===== src/rtl/expr_eval_sched_pkg.sv =====
// Shared types and widths for the expression-evaluator scheduler.
// Operand bundle layout, MSB first: {a0,a1,a2,a3,a4,a5,b0,b1,b2,b3,b4,b5}.
package expr_eval_sched_pkg;

  localparam int A0_W = 4;
  localparam int A1_W = 5;
  localparam int A2_W = 6;
  localparam int A3_W = 4;
  localparam int A4_W = 5;
  localparam int A5_W = 6;
  localparam int B0_W = 4;
  localparam int B1_W = 5;
  localparam int B2_W = 6;
  localparam int B3_W = 4;
  localparam int B4_W = 5;
  localparam int B5_W = 6;

  localparam int OP_W  = A0_W + A1_W + A2_W + A3_W + A4_W + A5_W
                       + B0_W + B1_W + B2_W + B3_W + B4_W + B5_W;
  localparam int RES_W = 90;

  typedef enum logic [1:0] {
    IDLE  = 2'd0,
    DRIVE = 2'd1,
    RESP  = 2'd2
  } state_e;

endpackage


===== src/rtl/expr_rr_arbiter.sv =====
// Combinational round-robin arbiter: first set request at or above ptr, with wrap.
// Produces a one-hot grant and its index; grant is zero when en is low.
module expr_rr_arbiter #(
  parameter int NREQ = 4,
  parameter int ID_W = $clog2(NREQ)
) (
  input  logic [NREQ-1:0] req,
  input  logic [ID_W-1:0] ptr,
  input  logic            en,
  output logic [NREQ-1:0] gnt,
  output logic [ID_W-1:0] idx
);

  logic            found;
  logic [ID_W-1:0] cand;

  always_comb begin
    gnt   = '0;
    idx   = '0;
    found = 1'b0;
    cand  = '0;
    for (int k = 0; k < NREQ; k++) begin
      cand = ID_W'((int'(ptr) + k) % NREQ);
      if (en && !found && req[cand]) begin
        found     = 1'b1;
        gnt[cand] = 1'b1;
        idx       = cand;
      end
    end
  end

endmodule


===== src/rtl/expr_eval_sched.sv =====
// Round-robin scheduler sharing one combinational expression evaluator among NREQ requesters.
// Optional per-requester completion counters are built when EXPR_EVAL_SCHED_STATS_EN is defined.
//
// Handshakes: req_ready[i] is a combinational accept strobe; a request transfers on the
// rising edge where req_valid[i] & req_ready[i]. The response transfers on the edge where
// rsp_valid & rsp_ready; rsp_id/rsp_y hold steady while rsp_valid is high and rsp_ready low.
module expr_eval_sched
  import expr_eval_sched_pkg::*;
#(
  parameter int NREQ     = 4,
  parameter int EVAL_LAT = 1
) (
  input  logic                       clk,
  input  logic                       reset,
  input  logic [NREQ-1:0]            req_valid,
  input  logic [NREQ*OP_W-1:0]       req_op,
  output logic [NREQ-1:0]            req_ready,
  output logic [OP_W-1:0]            eval_op,
  input  logic [RES_W-1:0]           eval_y,
  output logic                       eval_busy,
  output logic                       rsp_valid,
  input  logic                       rsp_ready,
  output logic [$clog2(NREQ)-1:0]    rsp_id,
  output logic [RES_W-1:0]           rsp_y,
  output logic [NREQ*16-1:0]         stat_cnt,
  output logic [1:0]                 dbg_state,
  output logic [$clog2(NREQ)-1:0]    dbg_rr_ptr
);

  localparam int ID_W  = $clog2(NREQ);
  localparam int CNT_W = (EVAL_LAT > 1) ? $clog2(EVAL_LAT) : 1;

  state_e           state_q;
  logic [ID_W-1:0]  rr_ptr_q;
  logic [ID_W-1:0]  rr_ptr_d;
  logic [CNT_W-1:0] cnt_q;
  logic [OP_W-1:0]  eval_op_q;
  logic [RES_W-1:0] rsp_y_q;
  logic [ID_W-1:0]  id_q;

  logic [NREQ-1:0]  gnt;
  logic [ID_W-1:0]  gnt_idx;
  logic [OP_W-1:0]  op_arr [NREQ];

  for (genvar i = 0; i < NREQ; i++) begin : g_op_split
    assign op_arr[i] = req_op[i*OP_W +: OP_W];
  end

  expr_rr_arbiter #(
    .NREQ (NREQ),
    .ID_W (ID_W)
  ) u_arb (
    .req (req_valid),
    .ptr (rr_ptr_q),
    .en  (state_q == IDLE),
    .gnt (gnt),
    .idx (gnt_idx)
  );

  assign rr_ptr_d = (int'(gnt_idx) == NREQ - 1) ? '0 : gnt_idx + 1'b1;

  // The operand register stays put after completion; it only changes on acceptance.
  always_ff @(posedge clk or posedge reset) begin
    if (reset) begin
      state_q   <= IDLE;
      rr_ptr_q  <= '0;
      cnt_q     <= '0;
      eval_op_q <= '0;
      rsp_y_q   <= '0;
      id_q      <= '0;
    end else begin
      case (state_q)
        IDLE: begin
          if (|gnt) begin
            eval_op_q <= op_arr[gnt_idx];
            id_q      <= gnt_idx;
            rr_ptr_q  <= rr_ptr_d;
            cnt_q     <= CNT_W'(EVAL_LAT - 1);
            state_q   <= DRIVE;
          end
        end
        DRIVE: begin
          if (cnt_q == '0) begin
            rsp_y_q <= eval_y;
            state_q <= RESP;
          end else begin
            cnt_q <= cnt_q - 1'b1;
          end
        end
        RESP: begin
          if (rsp_ready) begin
            state_q <= IDLE;
          end
        end
        default: state_q <= IDLE;
      endcase
    end
  end

  assign req_ready  = gnt;
  assign eval_op    = eval_op_q;
  assign eval_busy  = (state_q == DRIVE);
  assign rsp_valid  = (state_q == RESP);
  assign rsp_id     = id_q;
  assign rsp_y      = rsp_y_q;
  assign dbg_state  = state_q;
  assign dbg_rr_ptr = rr_ptr_q;

`ifdef EXPR_EVAL_SCHED_STATS_EN
  logic [15:0] stat_q [NREQ];
  logic        rsp_fire;

  assign rsp_fire = (state_q == RESP) && rsp_ready;

  // 16-bit counters wrap naturally from 0xFFFF to 0x0000.
  always_ff @(posedge clk or posedge reset) begin
    if (reset) begin
      for (int i = 0; i < NREQ; i++) begin
        stat_q[i] <= '0;
      end
    end else if (rsp_fire) begin
      stat_q[id_q] <= stat_q[id_q] + 16'd1;
    end
  end

  for (genvar i = 0; i < NREQ; i++) begin : g_stat_out
    assign stat_cnt[i*16 +: 16] = stat_q[i];
  end
`else
  assign stat_cnt = '0;
`endif

endmodule


===== config.mk =====
export PLATFORM = sky130hd
export DESIGN_NAME = expr_eval_sched
export DESIGN_NICKNAME = d
export VERILOG_FILES = /design/src/rtl/expr_eval_sched_pkg.sv /design/src/rtl/expr_rr_arbiter.sv /design/src/rtl/expr_eval_sched.sv
export SDC_FILE = /design/constraint.sdc
export NUM_CORES = 1
export LEC_CHECK = 0
export BUFFER_PORTS_ARGS = -buffer_cell sky130_fd_sc_hd__buf_2
export CAP_MARGIN = 20
export CORE_AREA = 2 2 216 218
export DETAILED_ROUTE_END_ITERATION = 12
export DIE_AREA = 0 0 218 220
export PLACE_DENSITY = 0.55
export SLEW_MARGIN = 15
export SYNTH_ARGS = -nofsm -noshare
export SYNTH_HDL_FRONTEND = slang
export SYNTH_SLANG_ARGS = --single-unit
export TNS_END_PERCENT = 5

===== constraint.sdc =====
create_clock -name clk -period 4.4 [get_ports clk]
set_input_delay 0.44 -clock clk [delete_from_list [all_inputs] [get_ports clk]]
set_output_delay 0.44 -clock clk [all_outputs]
set_load 0.01 [all_outputs]

* Word level (Yosys, flattened, before mapping)
Index checks and enable logic that the tools add are counted.
** Storage, ports and cells
- Register bits :: 157
- Input bits :: 337
- Output and inout bits :: 226
- Logic and storage cells :: 90
** Operators by class
- $add $sub $neg :: 5
- Order comparisons :: 9
- Equal/unequal tests :: 6
- Muxes and demuxes :: 38
- Bitwise gates (word level) :: 5
- Reductions and logical operators :: 21
** Operator list (count)
- 60-bit binary-select mux with 2-bit select :: 1
- 60-bit 2-to-1 mux :: 2
- 2-bit 2-to-1 mux :: 8
- 4-bit 2-to-1 mux :: 4
- 1-bit 2-to-1 mux :: 13
- 2-bit by 3-bit less-than comparator with 1-bit output, second input constant :: 4
- 4-bit bitwise OR :: 3
- 1-bit logical AND :: 11
- 1-bit binary-select mux with 2-bit select :: 4
- 1-bit demux with 2-bit select :: 4
- 2-bit by 1-bit >= comparator with 1-bit output, second input constant :: 4
- 2-bit case mux with 3 select lines :: 1
- 2-bit AND reduction :: 3
- 2-bit by 1-bit adder with 2-bit output, second input constant :: 2
- 2-bit adder, second input constant :: 2
- 2-bit by 1-bit == test with 1-bit output, second input constant :: 2
- 2-bit inequality test, second input constant :: 2
- 4-bit OR reduction :: 1
- 3-bit >= comparator, second input constant :: 1
- 1-bit zero test :: 3
- 2-bit NOT with 3-bit output :: 1
- 3-bit AND reduction :: 1
- 2-bit == test, second input constant :: 1
- 2-bit zero test :: 1
- other kinds (5) :: 5

* Depth between registers and ports, before layout
- Word-level depth :: 20
- Depth in mapped cells :: 13
- Gate-level depth less buffers :: 9

* Modules after synthesis
A second synthesis with hierarchy kept.
** Second synthesis, totals
- Cells, all modules :: 548
- Area, all modules :: 8500.7 µm²
** By module, submodules not included
- expr_eval_sched :: instances 1, cells each 476, area each 7945.1 µm², seq. area each 3903.7 µm²
- expr_rr_arbiter :: instances 1, cells each 72, area each 555.5 µm², seq. area each 0.0 µm²

* Least setup slack after synthesis
OpenSTA, ideal clock, no wires.
- Path kind :: register -> register
- From :: register rr_ptr_q[0], in the netlist dbg_rr_ptr[0]
- To :: register rr_ptr_q[1], in the netlist dbg_rr_ptr[1]
- Setup time :: 128 ps
- Data arrival time :: 3120 ps
- Data required time :: 4272 ps
- Setup slack :: 1153 ps
- Cell stages (with the launch flop) :: 11
- Path buffers :: 2
- Period minus slack after synthesis :: 3247 ps
- Path through :: dfrtp_1 buf_2 inv_1 ha_1 mux4_2 nor4b_4 a211oi_1 a21oi_2 buf_6 ha_1 mux2_1
** On the way
- Cells in the longest elaborated chain, start to end :: 18
- Elaborated cells on any way between the ends :: 60
- Those cells by class :: add/sub: 4; order compare: 8; eq/ne: 1; mux: 28; bitwise: 3; reduce/logical: 16
** Ends and longest elaborated chain
- start, declared :: line expr_eval_sched.sv:34 : logic [ID_W-1:0] rr_ptr_q;
- start signal, assigned :: line expr_eval_sched.sv:77 : rr_ptr_q <= rr_ptr_d;
- 1-bit binary-select mux with 2-bit select :: line expr_rr_arbiter.sv:24 : if (en && !found && req[cand]) begin
- 1-bit 2-to-1 mux (not written as such) :: line expr_rr_arbiter.sv:24
- 1-bit logical AND :: line expr_rr_arbiter.sv:24
- 1-bit 2-to-1 mux :: line expr_rr_arbiter.sv:24
- 1-bit zero test :: line expr_rr_arbiter.sv:24
- 1-bit logical AND (2 in series) :: line expr_rr_arbiter.sv:24
- 1-bit 2-to-1 mux :: line expr_rr_arbiter.sv:24
- 1-bit zero test :: line expr_rr_arbiter.sv:24
- 1-bit logical AND (2 in series) :: line expr_rr_arbiter.sv:24
- 1-bit 2-to-1 mux :: line expr_rr_arbiter.sv:24
- 1-bit zero test :: line expr_rr_arbiter.sv:24
- 1-bit logical AND (2 in series) :: line expr_rr_arbiter.sv:24
- 2-bit 2-to-1 mux (*) :: line expr_rr_arbiter.sv:24
- net gnt_idx[1] :: line expr_eval_sched.sv:42 : logic [ID_W-1:0] gnt_idx;
- 2-bit by 1-bit adder with 2-bit output or 2-bit by 1-bit == test with 1-bit output (tied branches) :: line expr_eval_sched.sv:60 : assign rr_ptr_d = (int'(gnt_idx) == NREQ - 1) ? '0 : gnt_idx + 1'b1;
- 2-bit 2-to-1 mux (*) :: line expr_eval_sched.sv:60
- net rr_ptr_d[1] :: line expr_eval_sched.sv:35 : logic [ID_W-1:0] rr_ptr_d;
The timed path passes the listed nets; every way through them passes the cells marked *. The select of a mux whose other input is x is not followed.
A chain may end at the register's enable or synchronous reset.

* Worst setup path in the final report
- From :: register rr_ptr_q[0], in the netlist dbg_rr_ptr[0]
- To :: register eval_op_q[3], in the netlist eval_op[3]
** On the way
- Cells in the longest elaborated chain, start to end :: 20
- Elaborated cells on any way between the ends :: 61
- Those cells by class :: add/sub: 3; order compare: 8; mux: 30; bitwise: 4; reduce/logical: 16
** Ends and longest elaborated chain
- branches (longest 20 deep; another with 2-bit by 3-bit less-than comparator with 1-bit output)
- end signal, assigned :: line expr_eval_sched.sv:75 : eval_op_q <= op_arr[gnt_idx];
- end, declared :: line expr_eval_sched.sv:37 : logic [OP_W-1:0] eval_op_q;
Parallel ways; which one is timed is not known. The select of a mux whose other input is x is not followed.

==> metrics.txt <==
WL met3=2730 um; post-route cell area=0.0122 mm2; Yosys cell types=34; Min-Delay Path Class=input pin to asynchronous set/reset pin; routed vias/inst=3.88; Die W=218 um; Final Hold Vio Count=0; Ys Warns=0; status=complete, no violations; Worst-path clk slew=0.07 ns; Leak Pwr=5.90 nW; detailed placer's ending HPWL=21,500 um; DRC=0; worst skew pair latency=0.48 ns; Arr. time, crit path=4.09 ns; initial antenna violation count=8; worst path required time=4.78 ns; minimum clock period=3.72 ns; Peak VDD IR=0.000523 V; max cap viols=0; synth top area cells=dfrtp_1 45%, mux2_2 16%, mux2i_1 14%, buf_4 5.9%, mux2_1 4.3%; global-route wire length before repair=38,800 um; CP Class=register to register; Placement Setup Slack=0.709 ns; R2R cell count=9; CTS resizes=0; setup bufs post-CTS=0; Die Ht=220 um; Clock Path Buffers=2; most frequent cells in the layout=498 x buf_2, 156 x dfrtp_1, 122 x mux2i_1; Yosys top cell area share=44.9%; hold_buf cts=0; Final period util=84.4%; element type at the critical path end=register; NumNets Final=1,547; total CTS buffers=17; final wirelength=26,900 um; largest fanout on the critical path=37; Setup violations, final=0; post-synth top area cell=dfrtp_1; RSZ-0062 raised after global routing=false; Netlist Area Pre-Place=0.00869 mm2; cell count after synthesis=718; core area=0.0459 mm2; wl on met1=9640 um; # IOs=563; final clock skew=0.0193 ns; drt pass-1 iters=4; Final Wtd Congestion=0.752; row cnt=79; most common cell after layout, fill and taps aside=buf_2; worst slew pin tran=0.885 ns; Via Count=7,075; share of cells above drive strength 1=55.6%; Startpoint Class=register; vias in the first global route=7,018; setup TNS=0 ns; area grow syn2layout=40.3%; Met2 Wirelength=13,800 um; CTS H-tree depth=4; largest net degree at the start of global routing=93; Initial Utilization=19.0%; post-synthesis sequential area ratio=44.9%; Seq cells post-synth=156; Root Buffer=clkbuf_16; Sink Count=156; Mean Syn Cell Area=12.1 um2; worst flop-to-flop path endpoint=eval_op[3]$_DFFE_PP0P_; wire per inst=14.8 um; 1st-iter DRT viols=216; CTS tree=done; Crit Reg-Reg Startpoint=dbg_rr_ptr[0]$_DFFE_PP0P_; max_slew headroom=40.9%; Routed Antenna Nets=0; final worst slack=0.685 ns; placed cell areas=0.0116 mm2; GRT Overall Usage=10.8%; Die ar.=0.0480 mm2; Top Layer Used=met5; total gr overflow=0; PD cells=803 mW/mm2; Max Slew Vio Count=0; slack of the worst reg-to-reg path=0.68 ns; fmax=0.269 GHz; port bufs=498
registers in the layout, indices dropped and copies added (netlist names):
signal      count
dbg_rr_ptr      2
dbg_state       2
eval_op        60
rsp_id          2
rsp_y          90
worst max-delay path by stage:
stage                                   start                        end  slack, ns  cells after the start
floorplan           dbg_rr_ptr[0]$_DFFE_PP0P_  dbg_rr_ptr[1]$_DFFE_PP0P_       1.15                     10
global placement    dbg_rr_ptr[0]$_DFFE_PP0P_     eval_op[3]$_DFFE_PP0P_       0.82                      9
detailed placement  dbg_rr_ptr[0]$_DFFE_PP0P_     eval_op[3]$_DFFE_PP0P_       0.71                      9
CTS                 dbg_rr_ptr[0]$_DFFE_PP0P_               req_ready[3]       0.66                      6
global route        dbg_rr_ptr[0]$_DFFE_PP0P_     eval_op[1]$_DFFE_PP0P_       0.38                      9
finish              dbg_rr_ptr[0]$_DFFE_PP0P_     eval_op[3]$_DFFE_PP0P_       0.68                      9
report_power, final:
group	internal, mW	switching [mW]	total, mW	leakage [nW]
registers	2.23	0.403	2.63	1.87
logic	2.66	2.97	5.63	3.73
clock network	0.826	0.707	1.53	0.300
worst max-delay path: stages, from the launching register on:
cell	delay [ns]
dfrtp_1	0.63
inv_1	0.20
ha_1	0.44
mux4_2	0.46
nor4b_4	0.52
a211oi_1	0.14
a21oi_4	0.15
buf_4	0.43
mux2_2	0.40
o21ai_0	0.19
synthesized netlist by cell type:
cell and instances:
a211oi_1 1, a21o_1 1, a21oi_1 5, a21oi_2 1, a221o_1 4, a2bb2oi_2 1
and3b_1 1, buf_1 1, buf_2 8, buf_4 68, buf_6 17, clkbuf_1 15
clkinv_1 1, conb_1 1, dfrtp_1 156, ha_1 9, inv_1 5, mux2_1 33
mux2_2 121, mux2i_1 122, mux4_2 4, nand2_1 64, nand3b_1 4, nor2_1 1
nor2b_1 3, nor3_1 1, nor3b_1 1, nor4_4 1, nor4b_4 1, o21ai_0 29
o21ai_1 34, o31ai_1 1, or2_2 1, or3_1 2
logic make-up after synthesis:
| logic type | count (synthesis) | synth area share (%) |
|---|---|---|
| other | 1 | 0.0431 |
| flip-flops | 156 | 44.9 |
| multiplexers | 280 | 35.0 |
| AO/OA/AOI/OAI | 77 | 4.91 |
| AND/OR/NAND/NOR | 80 | 4.35 |
| buffers and inverters | 115 | 9.48 |
| adder cells (fa/ha/maj) | 9 | 1.30 |
routing by layer:
| metal | up-vias | GRT usage (%) |
|---|---|---|
| li1 | 3393 | - |
| met1 | 3261 | 10.5 |
| met2 | 360 | 19.5 |
| met3 | 49 | 5.18 |
| met4 | 12 | 4.67 |
| met5 | - | 0 |
final cells by class:
class / instances / area (um2)
multi-input combinational: 510 / 4230
inverter: 6 / 26.3
sequential: 156 / 3900
timing repair buffer: 510 / 2660
antenna: 2 / 5.00
tap: 607 / 759
clock buffer: 18 / 439
clock inverter: 14 / 171
fill: 4880 / 33700
per-stage QoR:
step / total power [mW] / util [%] / hold WS, ns / std cells
CTS: 10.0 / 26.6 / 0.107 / 1821
detailed placement: 8.42 / 25.2 / 0.465 / 1789
global route: 10.6 / 26.6 / 0.151 / 1821
floorplan: 6.82 / - / 0.510 / 781
global placement: 8.30 / 25.2 / 0.460 / 1789
finish: 9.80 / 26.6 / 0.136 / 1823
(Power assumes the default switching activity.)
